`config.mk`:
```
export PLATFORM = sky130hd
export DESIGN_NAME = instr_buffer
export DESIGN_NICKNAME = d
export VERILOG_FILES = /design/src/rtl/instr_buffer.sv
export SDC_FILE = /design/constraint.sdc
export NUM_CORES = 1
export LEC_CHECK = 0
export CORE_MARGIN = 3
export CORE_UTILIZATION = 40
export CTS_BUF_LIST = sky130_fd_sc_hd__clkbuf_2
export DETAILED_ROUTE_END_ITERATION = 7
export GPL_TIMING_DRIVEN = 0
export PLACE_DENSITY = 0.63
export SLEW_MARGIN = 20
export SYNTH_ARGS = -nofsm -noshare
export SYNTH_HDL_FRONTEND = slang
export SYNTH_SLANG_ARGS = --single-unit
```
`constraint.sdc`:
```
create_clock -name clk -period 4.1 [get_ports clk]
set_input_delay 0.41 -clock clk [delete_from_list [all_inputs] [get_ports clk]]
set_output_delay 0.41 -clock clk [all_outputs]
set_load 0.05 [all_outputs]
```
`src/rtl/instr_buffer.sv`:
```
// Instruction buffer between fetch and decode: circular FIFO of {pc, instr, fault}.
// Optional empty-buffer fetch-to-decode bypass is enabled by defining INSTR_BUFFER_BYPASS_EN.
module instr_buffer #(
  parameter int DEPTH = 4
) (
  input  logic                     clk,
  input  logic                     rstn,
  input  logic                     flush,
  input  logic                     in_valid,
  output logic                     in_ready,
  input  logic [63:0]              in_pc,
  input  logic [31:0]              in_instr,
  input  logic                     in_fault,
  output logic                     out_valid,
  input  logic                     out_ready,
  output logic [63:0]              out_pc,
  output logic [31:0]              out_instr,
  output logic                     out_fault,
  output logic [$clog2(DEPTH):0]   count
);

  localparam int PTR_W = $clog2(DEPTH);
  localparam int CNT_W = PTR_W + 1;
  localparam logic [CNT_W-1:0] FULL_CNT = CNT_W'(DEPTH);

  logic [63:0]       r_pc_mem    [DEPTH];
  logic [31:0]       r_instr_mem [DEPTH];
  logic              r_fault_mem [DEPTH];
  logic [PTR_W-1:0]  r_head;
  logic [PTR_W-1:0]  r_tail;
  logic [CNT_W-1:0]  r_count;

  logic              w_full;
  logic              w_empty;
  logic              w_bypass;
  logic              w_stored_vld;
  logic              w_push;
  logic              w_pop;
  logic [31:0]       w_in_instr;

  assign w_full  = (r_count == FULL_CNT);
  assign w_empty = (r_count == '0);

`ifdef INSTR_BUFFER_BYPASS_EN
  // An instruction arriving at an empty buffer while decode is ready skips storage.
  assign w_bypass = rstn && w_empty && in_valid && out_ready && !flush;
`else
  assign w_bypass = 1'b0;
`endif

  // rstn is folded in so the handshake outputs stay low throughout reset.
  assign in_ready     = rstn && !w_full && !flush;
  assign w_stored_vld = rstn && !w_empty && !flush;
  assign out_valid    = w_stored_vld || w_bypass;

  assign w_push = in_valid && in_ready && !w_bypass;
  assign w_pop  = w_stored_vld && out_ready;

  // A faulting fetch carries no usable instruction word.
  assign w_in_instr = in_fault ? 32'h0 : in_instr;

  always_comb begin
    out_pc    = 64'h0;
    out_instr = 32'h0;
    out_fault = 1'b0;
    if (w_bypass) begin
      out_pc    = in_pc;
      out_instr = w_in_instr;
      out_fault = in_fault;
    end else if (w_stored_vld) begin
      out_pc    = r_pc_mem[r_head];
      out_instr = r_instr_mem[r_head];
      out_fault = r_fault_mem[r_head];
    end
  end

  always_ff @(posedge clk) begin
    if (w_push) begin
      r_pc_mem[r_tail]    <= in_pc;
      r_instr_mem[r_tail] <= w_in_instr;
      r_fault_mem[r_tail] <= in_fault;
    end
  end

  // Power-of-two depth lets the pointers wrap by natural overflow.
  always_ff @(posedge clk or negedge rstn) begin
    if (!rstn) begin
      r_head  <= '0;
      r_tail  <= '0;
      r_count <= '0;
    end else if (flush) begin
      r_head  <= '0;
      r_tail  <= '0;
      r_count <= '0;
    end else begin
      if (w_push) begin
        r_tail <= r_tail + PTR_W'(1);
      end
      if (w_pop) begin
        r_head <= r_head + PTR_W'(1);
      end
      case ({w_push, w_pop})
        2'b10:   r_count <= r_count + CNT_W'(1);
        2'b01:   r_count <= r_count - CNT_W'(1);
        default: r_count <= r_count;
      endcase
    end
  end

  assign count = r_count;

endmodule

```
==> results.md <==
Status:
- The flow ran to the end, and the final reports show no timing, DRC or antenna violations.

Logic synthesis:
- Sequential elements use about three quarters of the synthesized area.
- After technology mapping, the gate count stands at between 700 and 800.
- Each instance of the synthesized netlist takes up on average approximately 22 µm².
- The cell area after synthesis is around 15,000 µm².
- The count of yosys warnings during synthesis is 0.
- The distinct cell type count after synthesis is 34.
- Synthesis produced a netlist with a net count of between 800 and 900.
- The flip-flop and latch count after synthesis is between 300 and 400.

Clocking:
- CTS placed an instance of clkbuf_2 at the clock tree root.
- Clock-pin slew was measured on the worst setup and hold paths at about 0.1 ns.
- The clock insertion delay at the later pin of the skew report is 1.00 ns.
- Counting every sink on the clock net gives about 400.
- Counting the buffers created by CTS gives 101.
- TritonCTS built the clock tree.
- In this run the post-CTS setup repair buffer count came out at 0.
- No sink is reached through more buffers than the 3 on the longest clock path.
- The number of H-tree levels is 3.

Final layout:
- Compared with the post-synthesis result, the final layout area differs by 28.5%.
- The multi-input gate area in the final layout is approximately 3300 µm².
- The final-stage net count is approximately 1,200.
- The fraction of final layout cells sized beyond drive strength 1 is 25.5%.
- The area of all sequential standard cells is ~12,000 µm².
- Counting the fill cells in the layout gives between 3,000 and 4,000.
- The finished layout holds between 1,500 and 2,000 standard cells, fillers aside.

Critical path:
- The startpoint kind of the worst setup timing path is a flip-flop.
- The family of cells with the greatest summed delay on the critical path is buffers and inverters.
- The slowest stage of the critical path belongs to the cell clkdlybuf4s50_1.
- For the worst setup path, the data required time is between 3 and 4 ns.
- The critical path arrival is roughly 3.5 ns.
- The critical-path maximum fanout is 10.
- Traced cell by cell, the critical path runs through buf_2 > clkbuf_4 > mux4_2 > and3_1 > clkdlybuf4s50_1.
- Together, buffers and inverters on the worst path number 3.
- For this run, the slowest stage of the critical path takes around 0.7 ns.
- The critical path is of the reg2out type.
- The sort of element at the end of the critical path is a primary output.

STA:
- The number of max-slew violations in the final report is 0.
- Counting I/O delays and the setup requirement, the final critical path takes 3.86 ns.
- The number of hold violations in the final report is 0.
- For the pin with the worst max-slew slack, the measured transition is 0.640 ns.
- The post-route clock period utilization is between 90% and 100%.
- The tightest hold margin is 0.139 ns.
- The worst max-slew margin expressed relative to the limit is 57.3%.
- Across the routed clock network, the largest skew measured is approximately 0.09 ns.
- Timing would allow up to around 260 MHz.
- Setup repair after global routing left no endpoint under its margin.
- The final setup violation count is 0.

Drt:
- The number of DRC violations after detailed-routing iteration 0 is 545.
- The pre-antenna-repair detailed-routing pass consisted of 4 iterations.
- The count of nets left with antenna violations once routing finished came out at 0.
- The total wirelength of the detailed-routed design is ~35,000 µm.
- The wire length per cell after detailed routing is roughly 21 µm.
- In the routed layout, each cell is associated on average with a via count of around 5.
- For this run, design rule violations remaining after detail routing come to 0.
- The final route contains approximately 8,400 vias.

Flow run:
- The max-cap violation count is 0.

Power and ir drop:
- The leakage power summed over all cells is between 7 and 8 nW.
- The worst voltage drop across the vdd grid is 0.193 mV.
- The power per cell area is 422 nW/µm².

Floorplan:
- Row generation in the floorplan step produced just over 70 rows.
- During I/O placement, the number of pins put on the boundary was between 200 and 250.
- The placeable core region is roughly 38,000 µm².
- The floorplan die width is about 200 µm.
- For this configuration, the core starts out at a cell density of between 40% and 50%.
- The die area is about 41,000 µm².
- The die span in y is between 200 and 250 µm.

Global routing:
- The number of antenna violations at the first check in global routing is 2.
- The number of global-route vias before repair was 9,122.
- For this run, the total global-route usage over all layers was measured as approximately 17%.
- The maximum number of pins on one net before global-route repair is 44.
- The total grt overflow is 0.
- The first global-routing pass estimated roughly 53,000 µm of wire.

Placed design:
- Summed over all nets, the half-perimeter wirelength after detailed placement is 21,100 µm.
- The total placed cells including tap cells is 1,437.
- Input and output buffers added on the ports amount to around 200.
- The routability congestion estimate from global placement is around 0.7.

Min path:
- The path class of the tightest hold or removal check is in2reg.
-- final timing paths --
check / start / end / slack (ns) / cells after the start
max in group asynchronous: rstn / count[0] / 3.26 / 2
hold / removal: in_pc[33] / r_pc_mem[0][33] / 0.14 / 1
setup / recovery: r_head[0] / out_instr[5] / 0.24 / 5
min in group asynchronous: rstn / r_head[1] / 0.51 / 2
hold reg to reg: r_tail[0] / r_tail[0] / 0.62 / 1
setup reg to reg: count[2] / count[2] / 1.61 / 7
-- what timing repair did --
item	CTS	global route
endpoints found under the hold margin	186	0
hold buffers	51	0
gates resized for setup	32	23
setup endpoints to repair	94	32
-- layout make-up --
cell class / instances / area share [%]
Tap cell: 511 / 3.23
Inverter: 3 / 0.0569
Clock inverter: 43 / 1.28
Multi-Input combinational cell: 269 / 16.9
Timing Repair Buffer: 261 / 13.8
Antenna cell: 1 / 0.0127
Clock buffer: 141 / 3.57
Sequential cell: 395 / 59.8
Buffer: 49 / 1.28
-- cells in the final DEF (no fill, tap or decap), drive strengths merged, types with 17 or more instances in the layout --
cell	synthesis	routed
clkdlybuf4s50	0	170
nor2b	35	35
dlygate4sd3	0	51
clkinv	0	39
mux4	97	97
edfxtp	388	388
and3	97	97
buf	21	27
clkbuf	28	173
dlygate4sd2	0	17
-- metrics by stage --
stage / power, mW / utilization, % / worst slack, ns / cell area [µm²] / TNS, ns
2_1_floorplan: 5.27 / - / 1.02 / 15400 / 0
3_3_place_gp: 5.71 / 47.7 / -0.572 / 18100 / -200.91
3_5_place_dp: 5.73 / 48.3 / 0.00130 / 18300 / 0
4_1_cts: 8.49 / 52.2 / -0.0610 / 19700 / -0.757
5_1_grt: 8.79 / 52.3 / 0.00256 / 19800 / 0
6_report: 8.34 / 52.3 / 0.242 / 19800 / 0
-- worst reg2reg max path, stage by stage (launching register included) --
cell and delay (ns):
dfrtp_1 0.49, or3_1 0.34, buf_4 0.23, nand2_2 0.15
nor2_1 0.07, fa_1 0.42, or4_1 0.55, o211ai_1 0.17
-- cell usage after synthesis, drive strengths merged --
master / number / area (µm²)
a211oi: 1 / 20.0
ha: 4 / 50.1
and3b: 2 / 17.5
inv: 3 / 11.3
nor2b: 35 / 219
mux4: 97 / 2180
nand2: 5 / 21.3
buf: 21 / 114
dfrtp: 7 / 175
edfxtp: 388 / 11700
clkbuf: 28 / 108
or4: 1 / 7.51
nand2b: 2 / 20.0
and2: 5 / 31.3
o31ai: 1 / 7.51
o211ai: 2 / 15.0
mux2: 2 / 22.5
mux2i: 1 / 10.0
and3: 97 / 607
nor2: 3 / 11.3
o21ai: 4 / 20.0
xor2: 1 / 16.3
or3: 1 / 6.26
xnor2: 1 / 8.76
fa: 1 / 20.0
a21oi: 2 / 10.0
a311o: 1 / 10.0
-- metal layers --
metal,part of all wire (%),track usage (%)
met3,6.3,4.67
met2,50,28.3
met1,42,22.3
met5,0.038,0
met4,1.5,5.62
-- kinds of logic after synthesis --
| kind of cell | after synthesis | synth area share, % |
|---|---|---|
| flops | 395 | 76.8 |
| simple gates | 151 | 6.11 |
| mux | 100 | 14.4 |
| buf+inv | 52 | 1.51 |
| compound gates | 11 | 0.536 |
| fa+ha+maj | 5 | 0.455 |
| xor+xnor | 2 | 0.163 |
-- power breakdown --
group / internal [mW] / switching (mW) / total (mW)
logic: 0.468 / 0.667 / 1.13
clock network: 1.13 / 1.56 / 2.69
registers: 4.50 / 0.0227 / 4.52
-- registers in the layout (all words and copies together) (netlist names) --
signal / flops
r_pc_mem: 256
r_head: 2
r_fault_mem: 4
r_instr_mem: 128
r_tail: 2
count: 3
Power figures use the tool's default switching activity.
